[src/rtl/wb_arbiter.sv]
// Writeback arbiter: merges ALU results and buffered load results into the
// register file's single write port and exports a per-register pending mask.
module wb_arbiter #(
  parameter int unsigned DATA_W     = 8,
  parameter int unsigned ADDR_W     = 3,
  parameter int unsigned FIFO_DEPTH = 4,
  parameter int unsigned STARVE_MAX = 3
) (
  input  logic                   clk,
  input  logic                   reset_n,
  input  logic                   alu_valid,
  output logic                   alu_ready,
  input  logic [ADDR_W-1:0]      alu_rd,
  input  logic [DATA_W-1:0]      alu_data,
  input  logic                   mem_valid,
  output logic                   mem_ready,
  input  logic [ADDR_W-1:0]      mem_rd,
  input  logic [DATA_W-1:0]      mem_data,
  output logic                   reg_write,
  output logic [ADDR_W-1:0]      sel_d,
  output logic [DATA_W-1:0]      data_in,
  output logic [(1<<ADDR_W)-1:0] pending
);

  localparam int unsigned PtrW = (FIFO_DEPTH > 1) ? $clog2(FIFO_DEPTH) : 1;
  localparam int unsigned CntW = PtrW + 1;
  localparam int unsigned StW  = (STARVE_MAX > 0) ? $clog2(STARVE_MAX + 1) : 1;

  // Load-result FIFO storage (data-only, no reset needed: validity comes from count)
  logic [ADDR_W-1:0] fifo_rd_q   [FIFO_DEPTH];
  logic [DATA_W-1:0] fifo_data_q [FIFO_DEPTH];

  logic [PtrW-1:0]   wr_ptr_q, wr_ptr_d;
  logic [PtrW-1:0]   rd_ptr_q, rd_ptr_d;
  logic [CntW-1:0]   count_q, count_d;
  logic [StW-1:0]    starve_cnt_q, starve_cnt_d;

  logic              reg_write_q, reg_write_d;
  logic [ADDR_W-1:0] sel_d_q, sel_d_d;
  logic [DATA_W-1:0] data_in_q, data_in_d;

  logic              fifo_empty;
  logic              force_fifo;
  logic              alu_commit;
  logic              push;
  logic              pop;
  logic [PtrW-1:0]   slot_off;

  // Arbitration: ALU wins unless the FIFO has been starved long enough
  always_comb begin
    fifo_empty = (count_q == '0);
    force_fifo = !fifo_empty && (starve_cnt_q == StW'(STARVE_MAX));
    alu_ready  = !force_fifo;
    mem_ready  = (count_q < CntW'(FIFO_DEPTH));
    alu_commit = alu_valid && alu_ready;
    pop        = !fifo_empty && !alu_commit;
    push       = mem_valid && mem_ready;
  end

  // FIFO pointer/count and starvation counter next state
  always_comb begin
    wr_ptr_d     = wr_ptr_q;
    rd_ptr_d     = rd_ptr_q;
    count_d      = count_q;
    starve_cnt_d = starve_cnt_q;
    if (push) wr_ptr_d = wr_ptr_q + PtrW'(1);
    if (pop)  rd_ptr_d = rd_ptr_q + PtrW'(1);
    if (push && !pop) count_d = count_q + CntW'(1);
    if (pop && !push) count_d = count_q - CntW'(1);
    if (fifo_empty || pop) begin
      starve_cnt_d = '0;
    end else if (alu_commit) begin
      starve_cnt_d = starve_cnt_q + StW'(1);
    end
  end

  // Output stage next state; index/data hold when idle
  always_comb begin
    reg_write_d = 1'b0;
    sel_d_d     = sel_d_q;
    data_in_d   = data_in_q;
    if (alu_commit) begin
      reg_write_d = 1'b1;
      sel_d_d     = alu_rd;
      data_in_d   = alu_data;
    end else if (pop) begin
      reg_write_d = 1'b1;
      sel_d_d     = fifo_rd_q[rd_ptr_q];
      data_in_d   = fifo_data_q[rd_ptr_q];
    end
  end

  // Control state registers
  always_ff @(posedge clk or negedge reset_n) begin
    if (!reset_n) begin
      wr_ptr_q     <= '0;
      rd_ptr_q     <= '0;
      count_q      <= '0;
      starve_cnt_q <= '0;
      reg_write_q  <= 1'b0;
      sel_d_q      <= '0;
      data_in_q    <= '0;
    end else begin
      wr_ptr_q     <= wr_ptr_d;
      rd_ptr_q     <= rd_ptr_d;
      count_q      <= count_d;
      starve_cnt_q <= starve_cnt_d;
      reg_write_q  <= reg_write_d;
      sel_d_q      <= sel_d_d;
      data_in_q    <= data_in_d;
    end
  end

  // FIFO storage write
  always_ff @(posedge clk) begin
    if (push) begin
      fifo_rd_q[wr_ptr_q]   <= mem_rd;
      fifo_data_q[wr_ptr_q] <= mem_data;
    end
  end

  // Pending mask: committing write plus every occupied FIFO slot
  always_comb begin
    pending  = '0;
    slot_off = '0;
    if (reg_write_q) pending[sel_d_q] = 1'b1;
    for (int unsigned j = 0; j < FIFO_DEPTH; j++) begin
      // Slot j is occupied when its distance from the head is below count
      slot_off = PtrW'(j) - rd_ptr_q;
      if ({1'b0, slot_off} < count_q) pending[fifo_rd_q[j]] = 1'b1;
    end
  end

  assign reg_write = reg_write_q;
  assign sel_d     = sel_d_q;
  assign data_in   = data_in_q;

endmodule
[config.mk]
export PLATFORM = sky130hd
export DESIGN_NAME = wb_arbiter
export DESIGN_NICKNAME = d
export VERILOG_FILES = /design/src/rtl/wb_arbiter.sv
export SDC_FILE = /design/constraint.sdc
export NUM_CORES = 1
export LEC_CHECK = 0
export ABC_AREA = 1
export CORE_MARGIN = 8
export CORE_UTILIZATION = 50
export DETAILED_ROUTE_END_ITERATION = 6
export GPL_TIMING_DRIVEN = 1
export PLACE_DENSITY = 0.74
export SYNTH_ARGS = -nofsm -noshare
export SYNTH_HDL_FRONTEND = slang
export SYNTH_SLANG_ARGS = --single-unit
[constraint.sdc]
create_clock -name clk -period 2 [get_ports clk]
set_clock_uncertainty 0.2 [all_clocks]
set_input_delay 0.3 -clock clk [delete_from_list [all_inputs] [get_ports clk]]
set_output_delay 0.3 -clock clk [all_outputs]
set_load 0.02 [all_outputs]
==> metrics.txt, run 1 <==
cell count after placement 590; Layout area overhead 37.9%; total track usage 18.3%; share of cells above drive strength 1 26.0%; largest net degree at the start of global routing 22; first-pass GRT wire length 14300 um; Final nets 551; final setup TNS -4370 ps; fin. max-slew vios 0; DRT Wirelength 8840 um; Antenna Cells 0; Arr. time, crit path 2040 ps; CTS tree done; post-synthesis cell area 0.00351 mm2; sequential fraction of the synthesis area 52.6%; worst slew pin tran 438 ps; crit path kind reg2out; Syn Inst Count 421; Crit. End Element output port; post-synthesis adder-cell area fraction 4.13%; total power 7440 uW; Fmax 394 MHz; internal reg-to-reg setup slack -60 ps; Worst Hold Class in2async; Mean Syn Cell Area 8.34 um2; Worst Path Max Fanout 8; CTS sink cnt 65; Chip Width 99.8 um; largest family of logic cells by synthesized area simple AND/OR/NAND/NOR gates; status complete, but fails checks; setup ws final -538 ps; count of cell types in the netlist 23; I/O Pins 48; Static Leak 0.00222 uW; list of most frequent post-synthesis cells nand2_1, nand3_1, inv_1; asr flop ratio synth 32.3%; initial antenna violation count 0; VDD IR-drop max 0.000795 V; initial core utilization 51.7%; port buffer count 47; Synth top area share 37.6%; synth top area cells edfxtp_1, dfrtp_1, nand2_1, nand3_1, inv_1; CTS H-Tree Depth 3; Die H 99.8 um; CP required 1500 ps; YS warnings 0; CP Cell Sequence nor2_4 > inv_2 > nand2_4 > inv_4 > ha_4 > inv_2 > nor2_4 > nand2_4 > nand3_2 > nand2_1 > nor2_2 > nand2_2 > buf_6; area leader, netlist edfxtp_1; CP max-delay cell dfrtp_2; GP Congestion 0.948; Synth Area in Compound Gates 1.07%; CTS root buf clkbuf_8; Antenna Nets Post-Route 0; Final HPWL DP 6120 um; mux share of post-synthesis cell area 0%; Post-Layout Cell Count 615; count leader, synth nand2_1; clock buffer depth 2; RSZ-0062 raised after global routing yes; crit path time final 2540 ps; Synth Area in XOR/XNOR 0.998%; Row Count 30; vias in the first global route 3071; launch point of the worst reg-to-reg path count_q[1]; Simple-Gate Fraction of Synth Area 33.0%; FF+latch count, synth 65; PD cells 1530 mW/mm2; Filler Cells Inserted 531; Routed wire per std cell 14.4 um; CTS clk-pin slew, worst paths 80 ps; DR vias/cell 5.04; ys flop type edfxtp_1; startpoint types register; Max-Cap Viols 0; Worst-Skew Late Latency 350 ps; core area 0.00679 mm2; die area 0.00996 mm2; relative slew slack 70.7%; grt total ovfl 0; Post-synth EDFFs 44; worst stage delay on the critical path 450 ps; first-pass iteration count of the detailed router 4; via count 3099; violated checks negative setup slack; syn_nets 458; DRC Markers 0; Setup violations, final 11; Iter 0 DRT Violations 226; Worst setup startpoint rd_ptr_q[1]; period utilization 127%; Hold Violations, Final 0; Setup WS pre-CTS -719 ps; CTS buffer count 9
-- final cells by class --
type / instances / area, um2 / share of cell area (%)
Sequential cell: 65 / 1850 / 38.2
Multi-Input combinational cell: 290 / 1590 / 32.9
Timing Repair Buffer: 95 / 842 / 17.4
Inverter: 52 / 204 / 4.21
Clock buffer: 10 / 138 / 2.84
Tap cell: 96 / 120 / 2.48
Clock inverter: 6 / 90.1 / 1.86
Timing Repair inverter: 1 / 7.51 / 0.155
-- worst max-delay path: cells and delay by family, from the launching register on --
family	cells	cell delay [ps]
AND/OR/NAND/NOR	8	730
adder cells (fa/ha/maj)	1	250
flip-flops	1	450
buffers and inverters	4	260
-- final timing paths --
kind                       cells past startpoint               to
hold reg to reg                                1  starve_cnt_q[0]
setup reg to reg                               8       count_q[1]
max in group asynchronous                      2      rd_ptr_q[0]
setup / recovery                              13       pending[1]
min in group clk                               1  starve_cnt_q[0]
hold / removal                                 2      wr_ptr_q[1]
-- layer usage --
layer | global-route usage [%] | vias up | routed length [um]
li1 | - | 1554 | -
met1 | 22.4 | 1424 | 3930
met2 | 30.0 | 100 | 4140
met3 | 5.40 | 21 | 561
met4 | 6.29 | 0 | 205
met5 | 0 | - | 0
-- cells in the final DEF, fill, tap and decap left out, types with 2 or more instances in the layout --
cell             netlist  layout
clkdlybuf4s50_1        0      37
nor2_4                 0       4
inv_2                  0       5
nand2_4                0       4
ha_4                   0       3
nand4_1                9       9
nor3_1                 6       6
clkinvlp_4             0       3
nor2_2                 2       7
inv_4                  1       2
nand2_1              119     100
ha_1                  10       7
bufinv_16              0       2
xor2_1                 3       3
nand3_2                0      12
nor2_1                50      41
nand2_2                2      17
inv_1                 51      44
o21ai_1                0       2
buf_4                  4      46
buf_6                  2      10
dfrtp_1               21      19
nand3_1               79      67
clkbuf_8               0      10
dfrtp_2                0       2
edfxtp_1              44      44
-- per-stage QoR --
| stage | hold WS, ps | util [%] | area (um2) |
|---|---|---|---|
| after global placement | 221 | 63.9 | 4340 |
| after detailed placement | 224 | 63.9 | 4340 |
| final | 116 | 71.3 | 4840 |
| after floorplan | -196 | - | 3560 |
| after global routing | 136 | 71.3 | 4840 |
| after CTS | 113 | 69.5 | 4720 |
-- what timing repair did --
item	CTS	global route
pin swaps	23	12
gates resized for setup	84	28
setup endpoints to repair	22	21
buffers inserted	4	5
gates cloned	0	1
hold buffers	0	0
-- cell families after synthesis --
logic type,Yosys count
DFF,65
buffers and inverters,66
AOI/OAI and AO/OA,7
xor gates and xnor gates,4
adders and majority gates,11
and+or+nand+nor,268
-- registers in the layout (all words and copies together), names as in the netlist --
register	cells
reg_write	1
wr_ptr_q	2
fifo_rd_q	12
fifo_data_q	32
sel_d	3
rd_ptr_q	2
starve_cnt_q	2
data_in	8
count_q	3
-- report_power, final --
part	total, uW	internal, uW	switching, uW
Clock	1250	739	510
Combinational	4150	1710	2440
Sequential	2030	1790	243
No activity file was read; power rests on OpenSTA's default activity.
==> run 2, diff against run 1 <==
Settings changed: CORE_UTILIZATION 50 to 59, PLACE_DENSITY 0.74 to 0.82.
Clock period 2 ns to 3.1 ns, I/O delays scaled along.
==> run 2 against run 1 <==
  * Final area decreased by 12%
  * First-iteration DRC count decreased by 19%
  * Hold slack improved by 120 ps
  * Register-to-register slack improved by 830 ps
  * Count of clock-buffer cells in the layout increased by 1
  * Sequential share of layout area increased by 5.3 points
  * The run now ends clean
  * Die area decreased by 13%
  * Total power decreased by 47%
  * Worst setup slack improved by 730 ps
  * Routed wire length decreased by 8.8%
  * Critical path type unchanged
  * Largest power group unchanged
  * Via count decreased by 5.1%
==> metrics.txt, run 2 (synthesis gave the netlist of run 1 again) <==
Die H 93.2 um (was 99.8 um); grt total ovfl 0 (unchanged); worst slew pin tran 955 ps (was 438 ps); most frequent cells in the layout nand2_1, nand3_1, inv_1 (was nand2_1, nand3_1, buf_4); Final HPWL DP 5980 um (was 6120 um); Max-Cap Viols 0 (unchanged); logic depth of the worst path, buffers included 13 (unchanged); Comb power frac 52.1% (was 55.9%); first-pass GRT wire length 13400 um (was 14300 um); period utilization 93.8%; Iter 0 DRT Violations 182 (was 226); Chip Width 93.2 um (was 99.8 um); DRC Markers 0 (unchanged); CTS root buf clkbuf_8 (unchanged); Buf+Inv Stages, Crit Path 4 (unchanged); R2R cell count 10 (was 8); Seq pwr share 33.3% (was 27.3%); Finished Core Util 72.6% (was 71.3%); worst stage delay on the critical path 430 ps (was 450 ps); DRT Wirelength 8060 um (was 8840 um); startpoint types register (unchanged); CP required 2430 ps (was 1500 ps); first-pass iteration count of the detailed router 4 (unchanged); CP Cell Sequence nor2_2 > inv_1 > nand2_1 > inv_1 > ha_1 > inv_1 > nor2_1 > nand2_2 > nand3_1 > nand2_1 > nor2_1 > nand2_1 > dlygate4sd2_1 (was nor2_4 > inv_2 > nand2_4 > inv_4 > ha_4 > inv_2 > nor2_4 > nand2_4 > nand3_2 > nand2_1 > nor2_2 > nand2_2 > buf_6); Antenna Cells 0 (unchanged); crit path time final 2910 ps; total track usage 19.4% (was 18.3%); Antenna Nets Post-Route 0 (unchanged); Clock power frac 14.6% (was 16.8%); core area 0.00585 mm2 (was 0.00679 mm2); status finished clean (was complete, but fails checks); Static Leak 0.00203 uW (was 0.00222 uW); CTS buffer count 9 (unchanged); fin. max-slew vios 0 (unchanged); clock buffer depth 2 (unchanged); Final nets 516 (was 551); vias in the first global route 2811 (was 3071); relative slew slack 36.1% (was 70.7%); GP Congestion 0.866 (was 0.948); Worst Hold Class reg2reg (was in2async); Arr. time, crit path 2240 ps (was 2040 ps); Row Count 28 (was 30); max reg flops 32 (unchanged); Worst Path Max Fanout 8 (unchanged); Routed wire per std cell 14.5 um (was 14.4 um); crit path kind reg2out (unchanged); via count 2942 (was 3099); Hold Violations, Final 0 (unchanged); port buffer count 47 (unchanged); Biggest register fifo_data_q (unchanged); hold path cells 1; die area 0.00868 mm2 (was 0.00996 mm2); PD cells 927 mW/mm2 (was 1530 mW/mm2); commonest non-fill, non-tap cell in the layout nand2_1 (unchanged); Net Sw Power 1740 uW (was 3190 uW); DR vias/cell 5.27 (was 5.04); CP top delay family simple AND/OR/NAND/NOR gates (unchanged); CTS Hold Bufs 0 (unchanged); CTS H-Tree Depth 3 (unchanged); initial core utilization 60.0% (was 51.7%); I/O Pins 48 (unchanged); final setup TNS 0 ps (was -4370 ps); RSZ-0062 raised after global routing no (was yes); Int Power 2190 uW (was 4240 uW); largest net degree at the start of global routing 22 (unchanged); share of cells above drive strength 1 6.83% (was 26.0%); CTS tree done (unchanged); Layout area overhead 20.9% (was 37.9%); Crit. End Element output port (unchanged); CTS sink cnt 65 (unchanged); CP max-delay cell dfrtp_1 (was dfrtp_2); Setup violations, final 0 (was 11); Fmax 344 MHz; switching share of total power 44.3% (was 42.9%); initial antenna violation count 0 (unchanged); VDD IR-drop max 0.000565 V (was 0.000795 V); Worst-Skew Late Latency 340 ps (was 350 ps); CTS clk-pin slew, worst paths 70 ps (was 80 ps); Filler Cells Inserted 484 (was 531)
## run 2: worst register-to-register path, cell delays in order, from the launching register on
cell	delay [ps]
dfrtp_1	350
inv_1	110
buf_4	170
nand3_4	100
o21a_1	260
ha_1	190
inv_1	60
fa_1	370
a21oi_1	150
o21ai_0	110
xor2_1	150
## run 2: path summary, 6_finish.rpt
path | startpoint | end | slack [ps]
min reg2reg | starve_cnt_q[0] | starve_cnt_q[0] | 230
min in group asynchronous | reset_n | data_in[2] | 460
max reg2reg | count_q[1] | count_q[2] | 770
max | rd_ptr_q[1] | pending[1] | 190
min | starve_cnt_q[0] | starve_cnt_q[0] | 230
max in group asynchronous | reset_n | count_q[0] | 1660
## run 2: power by group through the flow
stage               sequential, uW  clock, uW  combinational [uW]
CTS                           1310        583                2050
global route                  1340        617                2280
global placement              1310          0                2020
floorplan                     1380          0                1250
detailed placement            1320          0                2080
finish                        1310        574                2050
## run 2: final cells by class
| cell class | instances | area [um2] | share of cell area [%] |
|---|---|---|---|
| clock inverters | 4 | 21.3 | 0.501 |
| inverters | 52 | 198 | 4.66 |
| repair buffers | 61 | 577 | 13.6 |
| clock buffers | 11 | 131 | 3.09 |
| flip-flops and latches | 65 | 1850 | 43.5 |
| multi-input cells | 290 | 1380 | 32.5 |
| well taps | 75 | 93.8 | 2.21 |
## run 2: timing repair
action | 4_1_cts | 5_1_grt
endpoints found under the hold margin | 0 | 0
endpoints found under the setup margin | 8 | 3
resized for setup | 6 | 3
pin swaps | 0 | 0
setup buffers | 0 | 0
## run 2: per-layer routing
layer / track usage [%] / wire (um)
met1: 26.2 / 3560
met2: 29.9 / 3790
met3: 4.25 / 645
met4: 7.38 / 63
met5: 0 / 0
## run 2: stage by stage
| stage | cell area, um2 | hold WS [ps] | power [uW] | worst slack, ps | std cells |
|---|---|---|---|---|---|
| floorplan | 3510 | -30.6 | 2630 | 729 | 421 |
| global placement | 4090 | 220 | 3330 | 316 | 543 |
| detailed placement | 4090 | 226 | 3400 | 284 | 543 |
| CTS | 4240 | 235 | 3950 | 2.38 | 558 |
| global route | 4250 | 265 | 4240 | 26.1 | 558 |
| finish | 4250 | 235 | 3940 | 193 | 558 |
